$ cat config.mk
export PLATFORM = sky130hd
export DESIGN_NAME = nibble_adder_arbiter
export DESIGN_NICKNAME = d
export VERILOG_FILES = /design/src/rtl/nibble_adder_pkg.sv /design/src/rtl/adder4_slice.sv /design/src/rtl/nibble_adder_arbiter.sv
export SDC_FILE = /design/constraint.sdc
export NUM_CORES = 1
export LEC_CHECK = 0
export CAP_MARGIN = 20
export CORE_ASPECT_RATIO = 2
export CORE_MARGIN = 2
export CORE_UTILIZATION = 53
export DETAILED_ROUTE_END_ITERATION = 7
export GPL_ROUTABILITY_DRIVEN = 0
export GPL_TIMING_DRIVEN = 1
export PLACE_DENSITY = 0.89
export SLEW_MARGIN = 20
export SYNTH_ARGS = -nofsm -noshare
export SYNTH_HDL_FRONTEND = slang
export SYNTH_SLANG_ARGS = --single-unit
export TNS_END_PERCENT = 5
$ cat constraint.sdc
create_clock -name clk -period 6.2 [get_ports clk]
set_input_delay 0.62 -clock clk [delete_from_list [all_inputs] [get_ports clk]]
set_output_delay 0.62 -clock clk [all_outputs]
set_load 0.01 [all_outputs]
$ cat src/rtl/nibble_adder_pkg.sv
// Shared types and constants for the nibble-serial adder arbiter.
package nibble_adder_pkg;

  typedef enum logic [1:0] {
    StIdle,
    StAdd,
    StDone
  } state_e;

  localparam int unsigned NIBBLE_W = 4;

  // Width of the nibble index counter; never narrower than one bit.
  function automatic int unsigned idx_width(input int unsigned nibbles);
    return (nibbles > 1) ? $clog2(nibbles) : 1;
  endfunction

endpackage

$ cat src/rtl/adder4_slice.sv
// One 4-bit full-adder slice, purely combinational.
module adder4_slice
  import nibble_adder_pkg::*;
(
  input  logic [NIBBLE_W-1:0] a,
  input  logic [NIBBLE_W-1:0] b,
  input  logic                ci,
  output logic [NIBBLE_W-1:0] s,
  output logic                co
);

  assign {co, s} = {1'b0, a} + {1'b0, b} + {{NIBBLE_W{1'b0}}, ci};

endmodule

$ cat src/rtl/nibble_adder_arbiter.sv
// Two requesters share one 4-bit adder slice; wide adds run nibble-serially
// with a registered carry, and requesters are served round-robin.
module nibble_adder_arbiter
  import nibble_adder_pkg::*;
#(
  parameter  int unsigned NIBBLES = 4,
  localparam int unsigned W       = NIBBLE_W * NIBBLES
) (
  input  logic         clk,
  input  logic         rst_n,
  input  logic         req0_valid,
  output logic         req0_ready,
  input  logic [W-1:0] req0_a,
  input  logic [W-1:0] req0_b,
  input  logic         req0_cin,
  input  logic         req1_valid,
  output logic         req1_ready,
  input  logic [W-1:0] req1_a,
  input  logic [W-1:0] req1_b,
  input  logic         req1_cin,
  output logic         rsp_valid,
  output logic         rsp_id,
  output logic [W-1:0] rsp_sum,
  output logic         rsp_cout,
  output logic         busy
);

  localparam int unsigned     IdxW    = idx_width(NIBBLES);
  localparam logic [IdxW-1:0] LastIdx = IdxW'(NIBBLES - 1);

  state_e          state_q, state_d;
  logic [W-1:0]    a_q, a_d, b_q, b_d, acc_q, acc_d, sum_q, sum_d;
  logic            carry_q, carry_d, id_q, id_d, rr_ptr_q, rr_ptr_d;
  logic            cout_q, cout_d, rsp_id_q, rsp_id_d;
  logic [IdxW-1:0] idx_q, idx_d;

  logic [NIBBLE_W-1:0] sl_a, sl_b, sl_s;
  logic                sl_co;
  logic [IdxW+1:0]     base;
  logic [W-1:0]        acc_ins;
  logic                idle, grant0, grant1;

  assign idle   = (state_q == StIdle);
  assign grant0 = req0_valid & (~req1_valid | ~rr_ptr_q);
  assign grant1 = req1_valid & (~req0_valid | rr_ptr_q);
  // Gated by rst_n so nothing looks accepted while reset is held.
  assign req0_ready = rst_n & idle & grant0;
  assign req1_ready = rst_n & idle & grant1;

  // Bit offset of the active nibble.
  assign base = {idx_q, 2'b00};
  assign sl_a = a_q[base +: NIBBLE_W];
  assign sl_b = b_q[base +: NIBBLE_W];

  adder4_slice u_slice (
    .a  (sl_a),
    .b  (sl_b),
    .ci (carry_q),
    .s  (sl_s),
    .co (sl_co)
  );

  // Partial sum with the current slice result merged in.
  always_comb begin
    acc_ins = acc_q;
    acc_ins[base +: NIBBLE_W] = sl_s;
  end

  // Next-state: arbitration in idle, one nibble per edge in add.
  always_comb begin
    state_d  = state_q;
    a_d      = a_q;
    b_d      = b_q;
    acc_d    = acc_q;
    carry_d  = carry_q;
    id_d     = id_q;
    rr_ptr_d = rr_ptr_q;
    idx_d    = idx_q;
    sum_d    = sum_q;
    cout_d   = cout_q;
    rsp_id_d = rsp_id_q;
    unique case (state_q)
      StIdle: begin
        if (req0_ready || req1_ready) begin
          id_d     = req1_ready;
          a_d      = req1_ready ? req1_a : req0_a;
          b_d      = req1_ready ? req1_b : req0_b;
          carry_d  = req1_ready ? req1_cin : req0_cin;
          acc_d    = '0;
          idx_d    = '0;
          rr_ptr_d = ~req1_ready;
          state_d  = StAdd;
        end
      end
      StAdd: begin
        acc_d   = acc_ins;
        carry_d = sl_co;
        idx_d   = idx_q + 1'b1;
        if (idx_q == LastIdx) begin
          idx_d    = '0;
          sum_d    = acc_ins;
          cout_d   = sl_co;
          rsp_id_d = id_q;
          state_d  = StDone;
        end
      end
      StDone:  state_d = StIdle;
      default: state_d = StIdle;
    endcase
  end

  // State and datapath registers, all cleared asynchronously.
  always_ff @(posedge clk or negedge rst_n) begin
    if (!rst_n) begin
      state_q  <= StIdle;
      a_q      <= '0;
      b_q      <= '0;
      acc_q    <= '0;
      carry_q  <= 1'b0;
      id_q     <= 1'b0;
      rr_ptr_q <= 1'b0;
      idx_q    <= '0;
      sum_q    <= '0;
      cout_q   <= 1'b0;
      rsp_id_q <= 1'b0;
    end else begin
      state_q  <= state_d;
      a_q      <= a_d;
      b_q      <= b_d;
      acc_q    <= acc_d;
      carry_q  <= carry_d;
      id_q     <= id_d;
      rr_ptr_q <= rr_ptr_d;
      idx_q    <= idx_d;
      sum_q    <= sum_d;
      cout_q   <= cout_d;
      rsp_id_q <= rsp_id_d;
    end
  end

  assign rsp_valid = (state_q == StDone);
  assign busy      = ~idle;
  assign rsp_sum   = sum_q;
  assign rsp_cout  = cout_q;
  assign rsp_id    = rsp_id_q;

endmodule

## Word level (Yosys, flattened, before mapping)

Cells that the tools add are included.

- Flip-flop bits (word level): 73
- Bits in latches: 0
- Memory bits (writable): 0
- Output and inout port bits: 22
- Input bits: 70
- Memory bits (read-only): 0
- Memories: 0

- Shift-type cells: 4
- Multiply operators: 0
- Equal/unequal tests: 5
- Add/sub/neg operators: 4
- Mux-type cells: 14
- Order comparisons: 0
- Divide/modulo/power cells: 0
- Reductions and logical operators: 7
- Bitwise logic cells: 12

Operators with widths:

| kind | number |
|---|---|
| $mux 16 | 3 |
| $pmux 16 s2 | 1 |
| $shiftx 16x5->4 | 2 |
| $bwmux 16 | 1 |
| $shift 4x6->16 const A | 1 |
| $shiftx 4x6->16 | 1 |
| $mux 2 | 4 |
| $pmux 2 s2 | 2 |
| $reduce_and 2->1 | 4 |
| $neg 4->6 | 1 |
| $add 4x4->5 | 1 |
| $add 5x1->5 | 1 |
| $and 1x1->1 | 5 |
| $not 1->1 | 5 |
| $eq 2x2->1 const B | 2 |
| $add 2x1->2 const B | 1 |
| $eq 2x1->1 const B | 1 |
| $logic_not 2->1 | 1 |
| $mux 1 | 2 |
| $ne 2x1->1 const B | 1 |
| $ne 2x2->1 const B | 1 |
| $or 1x1->1 | 2 |
| $pmux 1 s2 | 1 |
| $reduce_bool 2->1 | 1 |
| $logic_or 1x1->1 | 1 |

## Logic depth before layout (Yosys ltp)

- Word-level depth: 7
- Mapped depth: 7

## Cells and area by module

A second synthesis with hierarchy kept.

- Cell total of the unflattened synthesis: 317
- Area total of the unflattened synthesis: 3752.3 µm²

By module, submodules not included:

| module | cells each | area an instance (µm²) | times used |
|---|---|---|---|
| nibble_adder_arbiter | 301 | 3608.5 | 1 |
| adder4_slice | 16 | 143.9 | 1 |

## Worst setup path before layout

OpenSTA, ideal clock, no wires.

- Path kind: register to register
- Start point: reg idx_q[0]
- End point: reg acc_q[14]
- Arrival: 2.784 ns
- Path buffers: 1
- Setup slack: 3.295 ns
- Setup time: 0.121 ns
- Stages on the path, launching flop included: 8
- Clock period less this slack: 2.905 ns
- Path through: dfrtp_1 buf_2 mux4_2 fa_1 fa_1 xor2_1 and2_1 a22o_1

- Longest elaborated chain between the ends: 6
- Elaborated cells between the ends (all ways): 9

Ends and longest elaborated chain:

| item | RTL line | source |
|---|---|---|
| start: declaration | nibble_adder_arbiter.sv:35 | `logic [IdxW-1:0] idx_q, idx_d;` |
| start signal: assignment | nibble_adder_arbiter.sv:134 | `idx_q <= idx_d;` |
| $shiftx 16x5->4 (on tied branches) | nibble_adder_arbiter.sv:52, nibble_adder_arbiter.sv:53 |  |
| $add 4x4->5 | adder4_slice.sv:12 | `assign {co, s} = {1'b0, a} + {1'b0, b} + {{NIBBLE_W{1'b0}}, ci};` |
| $add 5x1->5 | adder4_slice.sv:12 |  |
| $shiftx 4x6->16 | nibble_adder_arbiter.sv:66 | `acc_ins[base +: NIBBLE_W] = sl_s;` |
| $bwmux 16 (*) | nibble_adder_arbiter.sv:66 |  |
| $pmux 16 s2 (*) | nibble_adder_arbiter.sv:82 | `unique case (state_q)` |
| end signal: assignment | nibble_adder_arbiter.sv:118 | `acc_q <= '0;` |
| end signal: assignment | nibble_adder_arbiter.sv:130 | `acc_q <= acc_d;` |
| end: declaration | nibble_adder_arbiter.sv:32 | `logic [W-1:0] a_q, a_d, b_q, b_d, acc_q, acc_d, sum_q, sum_d;` |

Mark *: on every way between the ends. The rest lies on a longest branch, timed or not.
A chain may end at the register's enable or synchronous reset.

## Worst setup path after layout

- Start point: reg idx_q[0]
- End point: reg acc_q[6]

The elaborated chain is that of the path after synthesis.

==> impl_metrics.ini <==
[run_status]
status = finished clean

[sta]
report.final.slew_viol_count = 0
fin_setup_tns_ps = 0
final_hold_viol_count = 0
maxSlewHeadroom_pct = 39.6
setup_violations = 0
finalCritPeriodShare_pct = 55.9
holdWs_ps = 490
clock.fmax_mhz = 288
min_period_ps = 3470
rsz0062_at_grt = false
worst-slew-pin-transition_ps = 907
clock_skew_ps = 6.44

[routing]
drt-initial-drc-count = 439
drcViolationCount = 0
route.vias.total = 3181
firstDrtPassIters = 6
wl_mm = 10.0
drtAntennaViolNets = 0
wire_per_inst_microns = 20.2
drt-vias-per-instance = 6.41

[setup_path]
crit_path_max_incr_delay_ps = 930
crit_chain = mux4_2 -> fa_1 -> fa_1 -> xor2_1 -> and2_1 -> a22o_1
r2r_start = idx_q[0]
cp_max_fo = 15
rr_endpoint = acc_q[6]
startpoint = idx_q[0]
rrSetupSlack_ps = 2730
arrival_ps = 3740
crit_path_top_delay_cell = dfrtp_1
cp-start-kind = flop
worst-setup-path-type = flop to flop
reg2regPathDepth = 6
setup.worst_path.end_class = flop
worstSetupEndpoint = acc_q[6]
worstPathRequired_ps = 6470
cpMostUsedCell = fa_1

[grt]
grt_overflow = 0
antenna_found_initial = 0
grt_pass1_vias = 3328
grt_max_degree = 74
grt_pass1_wl_mm = 16.5
grt_usage_pct = 27.9

[floorplan]
die_y_microns = 122
die_width_microns = 63.2
core_area_sq_mm = 0.00683
rows = 43
fp.dieArea_sq_mm = 0.00773
ioPinCount = 92
start_util_pct = 54.3

[clocking]
cts-htree-levels = 3
cts_tree = built
clk_path_buf_depth = 2
clock-sinks = 73
cts_hold_buffers = 0
clk_pin_slew_worst_paths_ps = 60
post-cts-setup-buffers = 0
clockRootBuffer = clkbuf_16
insertion_delay_ps = 330
cts_resized = 0
cts_buffers = 9

[synthesis]
synth_area_sq_mm = 0.00371
async_flop_share_pct = 100
ys_types = 45
ys_warn_count = 0
synth_edf_count = 0
synthCells = 319
syn_nets = 400
post_synth.cell_area_avg_sq_um = 11.6
ys.flop_type = dfrtp_1
synth_seq_cells = 73
seq_area_frac_synth_pct = 49.2

[pwr]
power_density_mw_per_mm2 = 565
finalPower_mw = 2.75
p_leak_nw = 2.26
ir_drop_mv = 0.295

[cells_and_area]
syn_to_final_growth_pct = 31.3
fin_cells = 496
num_antenna_cells = 0
final_util_pct = 71.3
drive_gt1_share_pct = 10.3
nNetsFinal = 482

[placed_design]
portBuffers = 91
hpwl_mm = 6.56
dp_cells = 480

[flow_run]
max-cap-violations = 0

[min_path]
hold_path_class = flop to flop
per-stage QoR:
| step | worst slack (ps) | instance area [sq um] |
|---|---|---|
| finish | 2730 | 4870 |
| global route | 2540 | 4870 |
| CTS | 2660 | 4870 |
| detailed placement | 2710 | 4600 |
| global placement | 2840 | 4600 |
| floorplan | 3290 | 3710 |
synth_stat cells, types with 6 or more instances:
library cell | n | share of area, %
buf_2 | 7 | 0.94
a221oi_1 | 12 | 2.8
o21ai_0 | 9 | 1.2
nor2_1 | 29 | 2.9
mux4_2 | 8 | 4.9
a32o_1 | 9 | 2.4
ha_1 | 9 | 3.0
nand2b_1 | 7 | 1.2
dfrtp_1 | 73 | 49
nand2_1 | 6 | 0.61
buf_6 | 6 | 1.8
a222oi_1 | 32 | 8.6
inv_1 | 39 | 3.9
area by class of cell:
class / instances / area, sq um
clock buffers: 13 / 260
fillers: 488 / 1960
repair buffers: 93 / 921
multi-input cells: 180 / 1570
flip-flops and latches: 73 / 1830
inverters: 44 / 165
well taps: 90 / 113
clock inverters: 3 / 15.0
placed cells by master, fill, tap and decap left out, drive strengths merged, types with 3 or more instances in the layout:
cell	synthesis	final
a21o	4	4
a21oi	3	3
a221oi	12	12
a222oi	32	32
a22o	4	4
a311oi	3	3
a32o	9	9
buf	17	3
clkbuf	5	13
clkdlybuf4s50	0	90
clkinv	0	3
dfrtp	73	73
ha	9	9
inv	44	44
mux2i	5	5
mux4	8	8
nand2	8	8
nand2b	7	7
nand3	5	5
nand3b	4	4
nand4	3	3
nor2	29	29
nor4	4	4
o21ai	10	10
o32ai	3	3
worst max-delay path: cells and delay by family (launching register included):
kind,cells,cell delay (ps)
AO/OA/AOI/OAI,1,170
XOR/XNOR,1,470
adder cells (fa/ha/maj),2,900
flip-flops,1,930
multiplexers,1,650
AND/OR/NAND/NOR,1,270
per-layer routing:
metal / wire length [microns] / track usage (%) / up-vias / part of all wire, %
met5: 0 / 0 / - / 0
met4: 282 / 12.9 / 0 / 2.8
met3: 894 / 6.69 / 26 / 8.9
met2: 5170 / 48.9 / 212 / 52
met1: 3670 / 31.8 / 1567 / 37
li1: - / - / 1376 / -
registers in the layout (all words and copies together), names as in the netlist:
| signal | cells |
|---|---|
| id_q | 1 |
| rr_ptr_q | 1 |
| state_q | 2 |
| rsp_cout | 1 |
| acc_q | 16 |
| idx_q | 2 |
| rsp_id | 1 |
| rsp_sum | 16 |
| carry_q | 1 |
| b_q | 16 |
| a_q | 16 |
cell families (layout without fill, tap and decap cells):
kind of cell               after synthesis  in the layout  share of synthesized area, %
and+or+nand+nor                         69             69                          11.3
DFF                                     73             73                          49.2
adders and majority gates               11             11                          4.11
buffers and inverters                   66            153                          8.43
AOI/OAI and AO/OA                       84             84                          20.0
xor gates and xnor gates                 3              3                         0.708
muxes                                   13             13                          6.21
power breakdown:
| part | internal [mW] | leakage, nW | switching (mW) |
|---|---|---|---|
| Clock | 0.291 | 0.139 | 0.190 |
| Combinational | 0.606 | 1.20 | 0.796 |
| Sequential | 0.691 | 0.925 | 0.178 |
| Total | 1.59 | 2.26 | 1.17 |
worst min-delay path by stage:
| stage | from | end | slack, ps | cells past startpoint |
|---|---|---|---|---|
| after floorplan | rst_n | a_q[0] | 320 | 0 |
| after global placement | id_q | rsp_id | 460 | 2 |
| after global routing | a_q[4] | a_q[4] | 520 | 2 |
| after detailed placement | b_q[3] | b_q[3] | 470 | 2 |
| final | rsp_id | rsp_id | 490 | 2 |
| after CTS | rsp_id | rsp_id | 490 | 2 |
Note: power is estimated with default switching activity, not from simulation.
